==> src/rtl/stereo_fifo_arbiter.sv <==
// Burst round-robin arbiter sharing one downstream stage between the left and right channel FIFOs.
// Define STRICT_ALTERNATE_EN for a strict L/R burst alternation that never leaves a channel early.
module stereo_fifo_arbiter #(
    parameter int DATA_WIDTH = 32,
    parameter int BURST_LEN  = 1,
    parameter int SKEW_WIDTH = 16
) (
    input  logic                         clock,
    input  logic                         reset,
    input  logic [DATA_WIDTH-1:0]        left_dout,
    input  logic                         left_empty,
    output logic                         left_rd_en,
    input  logic [DATA_WIDTH-1:0]        right_dout,
    input  logic                         right_empty,
    output logic                         right_rd_en,
    output logic [DATA_WIDTH-1:0]        out_din,
    output logic                         out_chan,
    output logic                         out_wr_en,
    input  logic                         out_full,
    output logic signed [SKEW_WIDTH-1:0] skew
);

    // state   | meaning
    // IDLE    | no grant; re-evaluates both FIFOs every cycle
    // SERVE_L | left channel granted
    // SERVE_R | right channel granted
    typedef enum logic [1:0] {
        IDLE    = 2'd0,
        SERVE_L = 2'd1,
        SERVE_R = 2'd2
    } state_e;

    localparam logic [7:0] BURST_LAST = 8'(BURST_LEN);
    localparam logic signed [SKEW_WIDTH-1:0] SKEW_MAX = {1'b0, {(SKEW_WIDTH-1){1'b1}}};
    localparam logic signed [SKEW_WIDTH-1:0] SKEW_MIN = {1'b1, {(SKEW_WIDTH-1){1'b0}}};
`ifdef STRICT_ALTERNATE_EN
    localparam state_e STATE_RST = SERVE_L;
`else
    localparam state_e STATE_RST = IDLE;
`endif

    state_e                         state_q, state_d;
    logic                           last_served_q, last_served_d;
    logic [7:0]                     burst_cnt_q, burst_cnt_d;
    logic signed [SKEW_WIDTH-1:0]   skew_q, skew_d;

    logic grant_l, grant_r, pop, burst_end;

    assign grant_l     = (state_q == SERVE_L);
    assign grant_r     = (state_q == SERVE_R);
    assign left_rd_en  = !reset && grant_l && !left_empty  && !out_full;
    assign right_rd_en = !reset && grant_r && !right_empty && !out_full;
    assign pop         = left_rd_en | right_rd_en;
    assign burst_end   = pop && ((burst_cnt_q + 8'd1) == BURST_LAST);

    assign out_wr_en = pop;
    assign out_din   = grant_r ? right_dout : left_dout;
    assign out_chan  = grant_r && !reset;
    assign skew      = skew_q;

`ifdef STRICT_ALTERNATE_EN
    always_comb begin
        state_d       = state_q;
        last_served_d = last_served_q;
        burst_cnt_d   = burst_cnt_q;
        if (state_q == IDLE) begin
            state_d = SERVE_L;
        end else if (burst_end) begin
            burst_cnt_d   = 8'd0;
            last_served_d = grant_r;
            state_d       = grant_r ? SERVE_L : SERVE_R;
        end else if (pop) begin
            burst_cnt_d = burst_cnt_q + 8'd1;
        end
    end
`else
    // last = 1 means right was served last, so left is preferred
    function automatic state_e pick(input logic last, input logic l_empty, input logic r_empty);
        if (last) begin
            if (!l_empty)      pick = SERVE_L;
            else if (!r_empty) pick = SERVE_R;
            else               pick = IDLE;
        end else begin
            if (!r_empty)      pick = SERVE_R;
            else if (!l_empty) pick = SERVE_L;
            else               pick = IDLE;
        end
    endfunction

    logic gnt_empty;
    assign gnt_empty = grant_r ? right_empty : left_empty;

    always_comb begin
        state_d       = state_q;
        last_served_d = last_served_q;
        burst_cnt_d   = burst_cnt_q;
        if (state_q == IDLE) begin
            state_d = pick(last_served_q, left_empty, right_empty);
        end else if (!out_full) begin
            if (gnt_empty || burst_end) begin
                burst_cnt_d   = 8'd0;
                last_served_d = grant_r;
                state_d       = pick(grant_r, left_empty, right_empty);
            end else begin
                burst_cnt_d = burst_cnt_q + 8'd1;
            end
        end
    end
`endif

    always_comb begin
        skew_d = skew_q;
        if (left_rd_en && (skew_q != SKEW_MAX))
            skew_d = skew_q + 1'b1;
        else if (right_rd_en && (skew_q != SKEW_MIN))
            skew_d = skew_q - 1'b1;
    end

    always_ff @(posedge clock) begin
        if (reset) begin
            state_q       <= STATE_RST;
            last_served_q <= 1'b1;
            burst_cnt_q   <= 8'd0;
            skew_q        <= '0;
        end else begin
            state_q       <= state_d;
            last_served_q <= last_served_d;
            burst_cnt_q   <= burst_cnt_d;
            skew_q        <= skew_d;
        end
    end

endmodule

==> config.mk <==
export PLATFORM = sky130hd
export DESIGN_NAME = stereo_fifo_arbiter
export DESIGN_NICKNAME = d
export VERILOG_FILES = /design/src/rtl/stereo_fifo_arbiter.sv
export SDC_FILE = /design/constraint.sdc
export NUM_CORES = 1
export LEC_CHECK = 0
export ABC_CLOCK_PERIOD_IN_PS = 3100
export BUFFER_PORTS_ARGS = -buffer_cell sky130_fd_sc_hd__buf_2
export CAP_MARGIN = 5
export CELL_PAD_IN_SITES_DETAIL_PLACEMENT = 0
export CELL_PAD_IN_SITES_GLOBAL_PLACEMENT = 1
export CORE_MARGIN = 3
export CORE_UTILIZATION = 29
export DETAILED_ROUTE_END_ITERATION = 7
export GPL_TIMING_DRIVEN = 0
export PLACE_DENSITY_LB_ADDON = 0.3
export SYNTH_ARGS = -nofsm -noshare
export SYNTH_HDL_FRONTEND = slang
export SYNTH_SLANG_ARGS = --single-unit
==> constraint.sdc <==
create_clock -name clock -period 3.1 [get_ports clock]
set_clock_uncertainty 0.1 [all_clocks]
set_input_delay 0.31 -clock clock [delete_from_list [all_inputs] [get_ports clock]]
set_output_delay 0.31 -clock clock [all_outputs]
set_load 0.05 [all_outputs]
# Word level (Yosys, flattened, before mapping)
# Cells that the tools add are included.
[word_totals]
reg_bits = 27
input_bits = 69
out_inout_bits = 52
elab_cells = 50
[op_classes]
add_sub_neg = 3
eq_ne = 6
muxes = 14
n_bitwise = 3
n_reduce_logical = 20
[op_table]
columns = ["op", "n"]
rows = [
  ["two-way mux 16 bit", 2],
  ["two-way mux 32 bit", 1],
  ["!= test 16 bit, second input constant", 2],
  ["adder 16 x 1 -> 16 bit, second input constant", 1],
  ["two-way mux 2 bit", 8],
  ["subtractor 16 x 1 -> 16 bit, second input constant", 1],
  ["logical AND 1 bit", 9],
  ["adder 8 x 1 -> 8 bit, second input constant", 1],
  ["equality test 8 x 1 -> 1 bit, second input constant", 1],
  ["two-way mux 8 bit", 1],
  ["logical NOT 1 bit", 4],
  ["AND reduction 2 bit", 2],
  ["nonzero test 2 bit", 2],
  ["AND reduction 3 bit", 1],
  ["equality test 2 x 1 -> 1 bit, second input constant", 1],
  ["equality test 2 bit, second input constant", 1],
  ["logical NOT 2 bit", 1],
  ["two-way mux 1 bit", 2],
  ["!= test 2 x 1 -> 1 bit, second input constant", 1],
  ["inverter 1 bit", 2],
  ["logical OR 1 bit", 1],
  ["OR 1 bit", 1],
]

# Logic depth before layout (Yosys ltp)
# Gate-level depths: netlist of the first run.
[logic_depth]
depth_word = 10
depth_mapped = 11
depth_no_buf = 11

# Least setup slack after synthesis of the first run
# No wires, ideal clock.
[synth_timing]
path_type = "reg2reg"
startpoint = "reg skew_q[10] (netlist: skew[10])"
endpoint = "reg skew_q[13] (netlist: skew[13])"
setup_ps = 116
arrival_ps = 3214
t_required_ps = 2884
setup_slack_ps = -329
stages_incl_launch_ff = 12
path_buffers = 0
period_less_slack_ps = 3429
path_cell_list = "dfxtp_1 -> nand4_1 -> nor4_2 -> nor2_1 -> inv_1 -> ha_1 -> a21o_1 -> a21oi_1 -> a21oi_1 -> o211a_1 -> or3_1 -> a31o_1"
[synth_via]
elab_chain_cells = 3
word_cells_on_any_way = 9
classes_between = "add/sub (2); eq/ne (2); mux (2); reduce/logical (3)"
[synth_rtl]
columns = ["element", "line", "text"]
rows = [
  ["start, declared", "45", "logic signed [SKEW_WIDTH-1:0] skew_q, skew_d;"],
  ["start signal, assigned", "129", "skew_q <= skew_d;"],
  ["subtractor 16 x 1 -> 16 bit, or another cell as far along", "116", "skew_d = skew_q - 1'b1;"],
  ["two-way mux 16 bit, or another cell as far along", "115", "else if (right_rd_en && (skew_q != SKEW_MIN))"],
  ["two-way mux 16 bit or nonzero test 2 bit (tied branches)", "--", ""],
]
# Several ways; a longest one is shown, not always the timed one. The select of a mux whose other input is x is not followed.
# A chain may end at the register's enable or synchronous reset.

# Worst setup path after layout of the first run
[layout_timing]
startpoint = "reg skew_q[15] (netlist: skew[15])"
endpoint = "reg skew_q[13] (netlist: skew[13])"
[layout_via]
elab_chain_cells = 3
word_cells_on_any_way = 6
classes_between = "eq/ne (2); mux (1); reduce/logical (3)"
[layout_rtl]
columns = ["element", "line"]
rows = [
  ["!= test 16 bit, on equally long branches", "113, 115"],
  ["logical AND 1 bit, on equally long branches", "113, 115"],
  ["two-way mux 16 bit or nonzero test 2 bit (tied branches)", "--"],
]
# Several ways; a longest one is shown, not always the timed one.

==> impl_metrics.env, run 1 <==
export IMPL_multiInputGateArea_sq_um=2000
export IMPL_hold_path_class="in -> reg"
export IMPL_avgRoutedWirePerCell_um=14.0
export IMPL_hpwl_um=6550
export IMPL_antenna_found_initial=0
export IMPL_seqPwrFrac_pct=28.8
export IMPL_dpl_cell_area_sq_um=3310
export IMPL_synthMuxAreaShare_pct=2.01
export IMPL_yosys_cell_types_count=60
export IMPL_diodes=0
export IMPL_fmax_mhz=336
export IMPL_finalHoldViolCount=0
export IMPL_drt_iter0_drc=72
export IMPL_clock_latency_ns=0.29
export IMPL_synth_top_family_by_area="simple AND/OR/NAND/NOR gates"
export IMPL_maxCapViolCount=0
export IMPL_overflow=0
export IMPL_synth_compound_area_share_pct=20.3
export IMPL_cp_arrival_ns=3.08
export IMPL_synth_simple_gate_area_share_pct=41.1
export IMPL_syn_area_sq_um=2550
export IMPL_vias=3010
export IMPL_pwr_share_clk_pct=16.8
export IMPL_clock_sinks=27
export IMPL_wl_um=8550
export IMPL_final_util_pct=42.3
export IMPL_p_sw_mw=0.654
export IMPL_intPower_mw=0.710
export IMPL_regToRegSetupSlack_ns=0.12
export IMPL_cts_buffer_depth=2
export IMPL_avgViaCountPerCell=4.92
export IMPL_finalInstanceArea_sq_um=3550
export IMPL_initial_core_util_pct=30.5
export IMPL_leakage_nw=1.82
export IMPL_holdPathEnd="state_q[0]"
export IMPL_clk_pin_slew_worst_paths_ns=0.12
export IMPL_grt_total_usage_pct=15.6
export IMPL_r2r_start="skew[15]"
export IMPL_cp_top_family="simple AND/OR/NAND/NOR gates"
export IMPL_critPathRequiredTime_ns=3.20
export IMPL_yosys_register_bits=27
export IMPL_maxSlewHeadroom_pct=61.1
export IMPL_die_y_um=99.8
export IMPL_tightestPinTransition_ns=0.583
export IMPL_power_share_switching_pct=47.9
export IMPL_worstSetupEndpointType="flop"
export IMPL_hold_depth=3
export IMPL_power_mw=1.36
export IMPL_numCtsBuffers=3
export IMPL_critical_path_class="reg -> reg"
export IMPL_globalplace_congestion=0.817
export IMPL_drc=0
export IMPL_fin_nets=594
export IMPL_first_pass_iters=4
export IMPL_num_rows=33
export IMPL_power_density_nw_per_um2=385
export IMPL_crit_fanout=5
export IMPL_area_growth_pct=38.9
export IMPL_start_kind="flop"
export IMPL_synth_cells=373
export IMPL_portBuffers=120
export IMPL_synth_fa_ha_area_share_pct=8.63
export IMPL_worstHoldStart="left_empty"
export IMPL_cts_tree="done"
export IMPL_synth_xor_area_share_pct=2.75
export IMPL_cp_num_buf_inv=2
export IMPL_grt_pass1_wl_um=12900
export IMPL_async_flop_share_pct=0
export IMPL_cts_root_buf="clkbuf_8"
export IMPL_comb_power_share_pct=54.4
export IMPL_avgSynthCellArea_sq_um=6.84
export IMPL_synth_warnings=0
export IMPL_finalSetupViolCount=0
export IMPL_n_fill_cell=891
export IMPL_r2r_end="skew[13]"
export IMPL_htreeDepth=1
export IMPL_finalMaxSlewViolations=0
export IMPL_ant_nets=0
export IMPL_synth_nets=459
export IMPL_core_area_sq_um=8380
export IMPL_crit_chain="nand4b_1 -> nor4_4 -> nor2_4 -> clkinv_4 -> buf_4 -> ha_1 -> a21o_1 -> nand4_1 -> a21oi_4 -> o211a_1 -> or3_1 -> a31o_1"
export IMPL_period_needed_ns=2.98
export IMPL_peakVddDrop_mv=0.190
export IMPL_yosysSeqAreaShare_pct=21.2
export IMPL_die_w_um=99.8
export IMPL_min_period_over_period_pct=96.1
export IMPL_grt_pass1_vias=2671
export IMPL_synthFlopType="dfxtp_1"
export IMPL_drive_gt1_share_pct=35.9
export IMPL_fp_dieArea_sq_um=9960
export IMPL_outcome="complete, no violations"
export IMPL_grt_max_degree=18
export IMPL_critPathSlowestCell="nor4_4"
export IMPL_reg2regPathDepth=12
export IMPL_seqCellArea_sq_um=578
export IMPL_synth_edf_count=0
export IMPL_critPathMaxStageDelay_ns=0.39
export IMPL_io_pin_count=121
power by group through the flow:
stage	clock (mW)	sequential, mW	combinational, mW
3_5_place_dp	0	0.400	0.704
4_1_cts	0.237	0.392	0.714
5_1_grt	0.248	0.397	0.802
2_1_floorplan	0	0.439	0.483
6_report	0.229	0.392	0.743
3_3_place_gp	0	0.399	0.699
how the worst max path moves through the flow:
| stage | from | to | slack [ns] | depth (start not counted) |
|---|---|---|---|---|
| 6_report | skew[15] | skew[13] | 0.12 | 12 |
| 5_1_grt | state_q[0] | skew[13] | -0.005 | 12 |
| 4_1_cts | state_q[0] | skew[13] | 0.06 | 11 |
| 3_5_place_dp | skew[15] | skew[14] | -0.31 | 11 |
| 3_3_place_gp | skew[15] | skew[14] | -0.25 | 11 |
| 2_1_floorplan | skew[11] | skew[13] | 0.02 | 11 |
cells in the mapped netlist (2+ instances only):
master,count,area [sq um]
clkbuf_1,11,41.3
nor2_1,26,97.6
nor2b_1,4,25.0
o2bb2ai_1,2,17.5
nand4_1,8,50.1
a21oi_1,21,105
o21ai_0,9,45.0
nand3_1,8,40.0
a211oi_1,3,22.5
a21oi_2,2,17.5
inv_1,8,30.0
or3_1,6,37.5
a21o_1,9,67.6
nand2_1,114,428
mux2i_1,4,40.0
nor4_1,4,25.0
nor4b_1,2,17.5
o31a_1,2,17.5
xor2_1,2,17.5
dfxtp_1,27,541
a31o_1,2,17.5
ha_1,16,200
o21a_1,2,15.0
nand2b_1,2,12.5
o21ai_1,10,50.1
and3_1,4,25.0
nor3_1,8,40.0
and2_1,2,12.5
buf_2,4,20.0
xnor2_1,6,52.6
a311oi_1,2,17.5
o211a_1,2,20.0
o31ai_1,2,15.0
nand3b_1,5,37.5
nor3b_1,9,67.6
layer usage:
metal  vias to the layer above  global-route usage [%]  routed length (um)
li1                       1582                       -                   -
met1                      1315                    19.5                3630
met2                       107                    28.1                4190
met3                         6                    2.50                 660
met4                         0                    3.36                  74
met5                         -                       0                   0
flip-flops by register name (all words and copies together), names as in the netlist:
| signal | flops |
|---|---|
| skew | 16 |
| burst_cnt_q | 8 |
| state_q | 2 |
| last_served_q | 1 |
cell usage in the layout, fill, tap and decap left out, drive strengths merged, types with 3 or more instances in the layout:
cell type	netlist	layout
and3	4	4
or3	6	6
a21o	9	9
a21oi	23	23
nor3	9	9
xnor2	6	6
a211oi	4	4
nand2	115	115
mux2i	4	4
nor4	6	6
inv	8	9
o21ai	19	19
clkbuf	11	14
ha	16	16
dfxtp	27	27
buf	6	135
nand4	8	8
nor2	26	26
nand3b	5	5
nor2b	4	4
nor3b	10	10
nand3	8	8
nand2b	3	3
kinds of logic (layout without fill, tap and decap cells):
group | count (synthesis) | after routing
buffers and inverters | 25 | 159
adders and majority gates | 17 | 17
DFF | 27 | 27
xor gates and xnor gates | 8 | 8
muxes | 5 | 5
and+or+nand+nor | 214 | 214
AOI/OAI and AO/OA | 77 | 77
cell type report:
class	count	share of cell area [%]
buffer	17	2.05
clock buffer	3	1.16
clock inverter	1	0.247
inverter	8	0.988
multi-input combinational	321	56.5
sequential	27	16.3
tap	105	3.71
timing repair buffer	129	18.8
timing repair inverter	1	0.176
timing repair:
action	CTS	global route
hold buffers	0	0
setup buffers	5	4
endpoints found under the setup margin	9	6
cloned	0	1
pin swaps	1	9
resized for setup	6	19
hold endpoints to repair	0	0
worst reg2reg max path: cells and delay by family, from the launching register on:
kind                       cells  cell delay (ns)
and+or+nand+nor                5             1.25
DFF                            1             0.37
AOI/OAI and AO/OA              4             0.75
adders and majority gates      1             0.22
buffers and inverters          2             0.21
per-stage QoR:
step | hold WS, ns | setup TNS [ns] | instances | setup slack (ns)
3_5_place_dp | 0.373 | -1.66 | 598 | -0.308
6_report | 0.303 | 0 | 612 | 0.122
5_1_grt | 0.306 | -0.00541 | 612 | -0.00541
3_3_place_gp | 0.364 | -1.26 | 598 | -0.248
2_1_floorplan | 0.353 | 0 | 373 | 0.0178
4_1_cts | 0.281 | 0 | 607 | 0.0553
Power figures use the tool's default switching activity.
==> inputs of run 2 (changes only) <==
ABC_CLOCK_PERIOD_IN_PS = 3600   (was 3100)
CORE_UTILIZATION = 34   (was 29)
clock period = 3.6 ns   (was 3.1 ns; I/O delays follow)
==> run 2 against run 1 <==
Compared with the run above: largest cell class unchanged; critical path type unchanged; total power fell by 18%; fmax fell by 9.9%; setup slack better by 0.17 ns.
==> impl_metrics.env, run 2 (synthesis gave the netlist of run 1 again) <==
export IMPL_tightestPinTransition_ns=0.546
export IMPL_worstHoldStart="left_empty"
export IMPL_finalSetupViolCount=0
export IMPL_crit_fanout=14
export IMPL_grt_pass1_wl_um=13100
export IMPL_first_pass_iters=4
export IMPL_drive_gt1_share_pct=29.0
export IMPL_num_rows=30
export IMPL_power_density_nw_per_um2=336
export IMPL_avgViaCountPerCell=4.98
export IMPL_period_needed_ns=3.31
export IMPL_fin_nets=584
export IMPL_outcome="complete, no violations"
export IMPL_clock_sinks=27
export IMPL_avgRoutedWirePerCell_um=13.6
export IMPL_globalplace_congestion=0.806
export IMPL_ant_nets=0
export IMPL_cp_arrival_ns=3.38
export IMPL_min_period_over_period_pct=91.8
export IMPL_drt_iter0_drc=57
export IMPL_mostFrequentLayoutCells="buf_2, nand2_1, dfxtp_1"
export IMPL_die_y_um=92.6
export IMPL_overflow=0
export IMPL_hold_depth=3
export IMPL_io_pin_count=121
export IMPL_holdPathEnd="state_q[0]"
export IMPL_finalInstanceArea_sq_um=3330
export IMPL_diodes=0
export IMPL_leakage_nw=1.74
export IMPL_wl_um=8050
export IMPL_grt_max_degree=15
export IMPL_reg2regPathDepth=11
export IMPL_cts_tree="done"
export IMPL_fin_tns_setup_ns=0
export IMPL_worstSetupEndpointType="flop"
export IMPL_numCtsBuffers=3
export IMPL_area_growth_pct=30.6
export IMPL_maxCapViolCount=0
export IMPL_finalHoldViolCount=0
export IMPL_critPathRequiredTime_ns=3.68
export IMPL_initial_core_util_pct=36.4
export IMPL_r2r_start="skew[11]"
export IMPL_clk_pin_slew_worst_paths_ns=0.09
export IMPL_vias=2955
export IMPL_rsz0062_at_grt="false"
export IMPL_cts_buffer_depth=2
export IMPL_critical_path_class="reg -> reg"
export IMPL_layout_commonest_cell="buf_2"
export IMPL_die_w_um=92.6
export IMPL_finalMaxSlewViolations=0
export IMPL_peakVddDrop_mv=0.242
export IMPL_antenna_found_initial=0
export IMPL_regToRegSetupSlack_ns=0.29
export IMPL_maxSlewHeadroom_pct=63.6
export IMPL_r2r_end="skew[13]"
export IMPL_dp_slack_ns=-0.0295
export IMPL_cts_root_buf="clkbuf_8"
export IMPL_dpl_cell_area_sq_um=3270
export IMPL_grt_total_usage_pct=18.5
export IMPL_portBuffers=120
export IMPL_fp_dieArea_sq_um=8580
export IMPL_largest_register_ffs=16
export IMPL_htreeDepth=1
export IMPL_clock_latency_ns=0.28
export IMPL_grt_pass1_vias=2730
export IMPL_hpwl_um=6560
export IMPL_fmax_mhz=303
export IMPL_hold_path_class="in -> reg"
export IMPL_fin_ws_ns=0.294
export IMPL_core_area_sq_um=7020
export IMPL_drc=0
export IMPL_start_kind="flop"
[run 2: repair_timing]
action / CTS / global route
gates resized for setup: 1 / 3
setup buffers: 0 / 0
setup endpoints to repair: 2 / 4
hold buffers: 0 / 0
[run 2: area by class of cell]
cell class | instances | area, sq um
inverters | 8 | 30.0
plain buffers | 17 | 72.6
multi-input cells | 321 | 1930
fillers | 762 | 3680
repair buffers | 120 | 601
well taps | 96 | 120
clock buffers | 4 | 45.0
flip-flops and latches | 27 | 541
[run 2: metrics by stage]
stage | total power, mW | hold WS [ns] | instances | util, %
floorplan | 0.793 | 0.353 | 373 | -
global placement | 0.942 | 0.367 | 589 | 46.6
detailed placement | 0.947 | 0.374 | 589 | 46.6
CTS | 1.13 | 0.342 | 593 | 47.3
global route | 1.20 | 0.352 | 593 | 47.5
finish | 1.12 | 0.359 | 593 | 47.5
[run 2: routing by layer]
layer,GRT usage (%),routed length [um]
met5,0,0
met4,3.42,97
met3,2.68,204
met2,32.0,4060
met1,24.6,3690
[run 2: power breakdown]
part	switching [mW]	internal, mW	total (mW)
logic	0.409	0.197	0.606
registers	0.0221	0.314	0.336
clock network	0.0977	0.0795	0.177
total	0.528	0.591	1.12
[run 2: worst max-delay path by stage]
stage,startpoint,endpoint,slack (ns),cells past startpoint
2_1_floorplan,skew[10],skew[13],0.17,11
3_3_place_gp,skew[11],skew[14],0.008,11
3_5_place_dp,skew[12],skew[14],-0.03,11
4_1_cts,skew[12],skew[14],0.1,11
5_1_grt,state_q[0],skew[13],0.05,11
6_report,skew[11],skew[13],0.29,11
[run 2: worst max-delay path: stages, from the launching register on]
cell and delay, ns:
dfxtp_1 0.43, nand4b_1 0.21, nor4_4 0.40, nor2_2 0.12
inv_2 0.24, ha_1 0.34, a21o_1 0.18, a21oi_1 0.22
a21oi_1 0.20, o211a_1 0.25, or3_1 0.30, a31o_1 0.21
==> inputs of run 3 (changes only) <==
CTS_CLUSTER_DIAMETER = 100   (was unset)
PLACE_DENSITY = 0.86   (was unset)
PLACE_DENSITY_LB_ADDON = unset   (was 0.3)
==> run 3 against run 2 <==
Compared with the run above: critical path depth did not move; clock power rose by 9%; highest routed layer unchanged; register-to-register slack got worse by 0.04 ns.
==> impl_metrics.env, run 3 (synthesis gave the netlist of run 1 again) <==
export IMPL_largest_register_ffs=16
export IMPL_drive_gt1_share_pct=29.2
export IMPL_placed_cells=589
export IMPL_cp_arrival_ns=3.44
export IMPL_peakVddDrop_mv=0.167
export IMPL_hpwl_um=6690
export IMPL_grt_total_usage_pct=18.2
export IMPL_vias=2951
export IMPL_p_sw_mw=0.541
export IMPL_grt_pass1_vias=2765
export IMPL_regToRegSetupSlack_ns=0.26
export IMPL_dpl_cell_area_sq_um=3270
export IMPL_seqPwrFrac_pct=29.6
export IMPL_rsz0062_at_grt="false"
export IMPL_finalHoldViolCount=0
export IMPL_grt_pass1_wl_um=13100
export IMPL_maxCapViolCount=0
export IMPL_critPathRequiredTime_ns=3.70
export IMPL_maxSlewHeadroom_pct=64.9
export IMPL_antenna_found_initial=0
export IMPL_avgViaCountPerCell=4.98
export IMPL_comb_power_share_pct=53.4
export IMPL_crit_fanout=14
export IMPL_htreeDepth=1
export IMPL_power_share_switching_pct=47.7
export IMPL_num_rows=30
export IMPL_drc=0
export IMPL_cts_setup_buffers=0
export IMPL_clk_pin_slew_worst_paths_ns=0.12
export IMPL_die_y_um=92.6
export IMPL_ant_nets=0
export IMPL_cts_tree="done"
export IMPL_first_pass_iters=6
export IMPL_wl_um=8180
export IMPL_cts_root_buf="clkbuf_8"
export IMPL_fin_ws_ns=0.256
export IMPL_finalMaxSlewViolations=0
export IMPL_portBuffers=120
export IMPL_fin_nets=584
export IMPL_die_w_um=92.6
export IMPL_cts_hold_buf=0
export IMPL_drt_iter0_drc=71
export IMPL_area_growth_pct=30.8
export IMPL_layout_commonest_cell="buf_2"
export IMPL_instances_no_fill=593
export IMPL_finalSetupViolCount=0
export IMPL_numCtsBuffers=3
export IMPL_cts_buffer_depth=2
export IMPL_tightestPinTransition_ns=0.527
export IMPL_fmax_mhz=299
export IMPL_core_area_sq_um=7020
export IMPL_diodes=0
export IMPL_outcome="complete, no violations"
export IMPL_period_needed_ns=3.34
export IMPL_pwr_share_clk_pct=17.0
export IMPL_cts_resized=1
export IMPL_globalplace_congestion=0.876
export IMPL_leakage_nw=1.74
export IMPL_clock_latency_ns=0.29
export IMPL_final_util_pct=47.6
export IMPL_overflow=0
export IMPL_fin_tns_setup_ns=0
export IMPL_critical_path_class="reg -> reg"
export IMPL_power_density_nw_per_um2=340
export IMPL_fp_dieArea_sq_um=8580
export IMPL_finalInstanceArea_sq_um=3340
export IMPL_avgRoutedWirePerCell_um=13.8
export IMPL_worstSetupEndpointType="flop"
export IMPL_mostFrequentLayoutCells="buf_2, nand2_1, dfxtp_1"
export IMPL_grt_max_degree=18
export IMPL_intPower_mw=0.593
export IMPL_clock_sinks=27
export IMPL_initial_core_util_pct=36.4
export IMPL_io_pin_count=121
export IMPL_dp_slack_ns=-0.0209
export IMPL_start_kind="flop"
export IMPL_hold_path_class="in -> reg"
export IMPL_min_period_over_period_pct=92.9
-- run 3: cell types whose count changed in the layout (fill, tap and decap cells not counted) --
cell,previous run,this run
clkbuf_1,12,11
inv_6,0,1
-- run 3: metal layers --
layer  wire length (um)  vias up  global-route usage, %
met3                341        6                   2.68
met5                  0        -                      0
met2               4180       67                   34.4
met1               3600     1317                   22.5
met4                 65        0                   1.95
li1                   -     1561                      -
-- run 3: power groups by stage --
stage          combinational (mW)  sequential (mW)  clock (mW)
6_report                    0.606            0.336       0.193
5_1_grt                     0.658            0.339       0.206
4_1_cts                     0.606            0.336       0.195
3_5_place_dp                0.604            0.343           0
3_3_place_gp                0.597            0.342           0
2_1_floorplan               0.416            0.377           0
-- run 3: stage by stage --
step / hold WS, ns / power [mW]
final: 0.317 / 1.13
after global routing: 0.330 / 1.20
after CTS: 0.313 / 1.14
after detailed placement: 0.375 / 0.947
after global placement: 0.367 / 0.939
after floorplan: 0.353 / 0.793
-- run 3: path summary, 6_finish.rpt --
check,start,end,depth (start not counted)
max reg2reg,skew[12],skew[13],11
max,skew[12],skew[13],11
min reg2reg,last_served_q,last_served_q,1
min,left_empty,state_q[0],3
-- run 3: cell type report --
class / instances / area (sq um)
clock buffers: 3 / 41.3
plain buffers: 17 / 72.6
clock inverters: 1 / 8.76
well taps: 96 / 120
fillers: 742 / 3680
repair buffers: 120 / 601
multi-input cells: 321 / 1930
flip-flops and latches: 27 / 541
inverters: 8 / 30.0
-- run 3: worst max-delay path: stages, from the launching register on --
cell and delay [ns]:
dfxtp_1 0.46, nand4b_1 0.20, nor4_4 0.38, nor2_2 0.11, inv_2 0.26, ha_1 0.35, a21o_1 0.18, a21oi_1 0.23
a21oi_1 0.20, o211a_1 0.25, or3_1 0.31, a31o_1 0.22
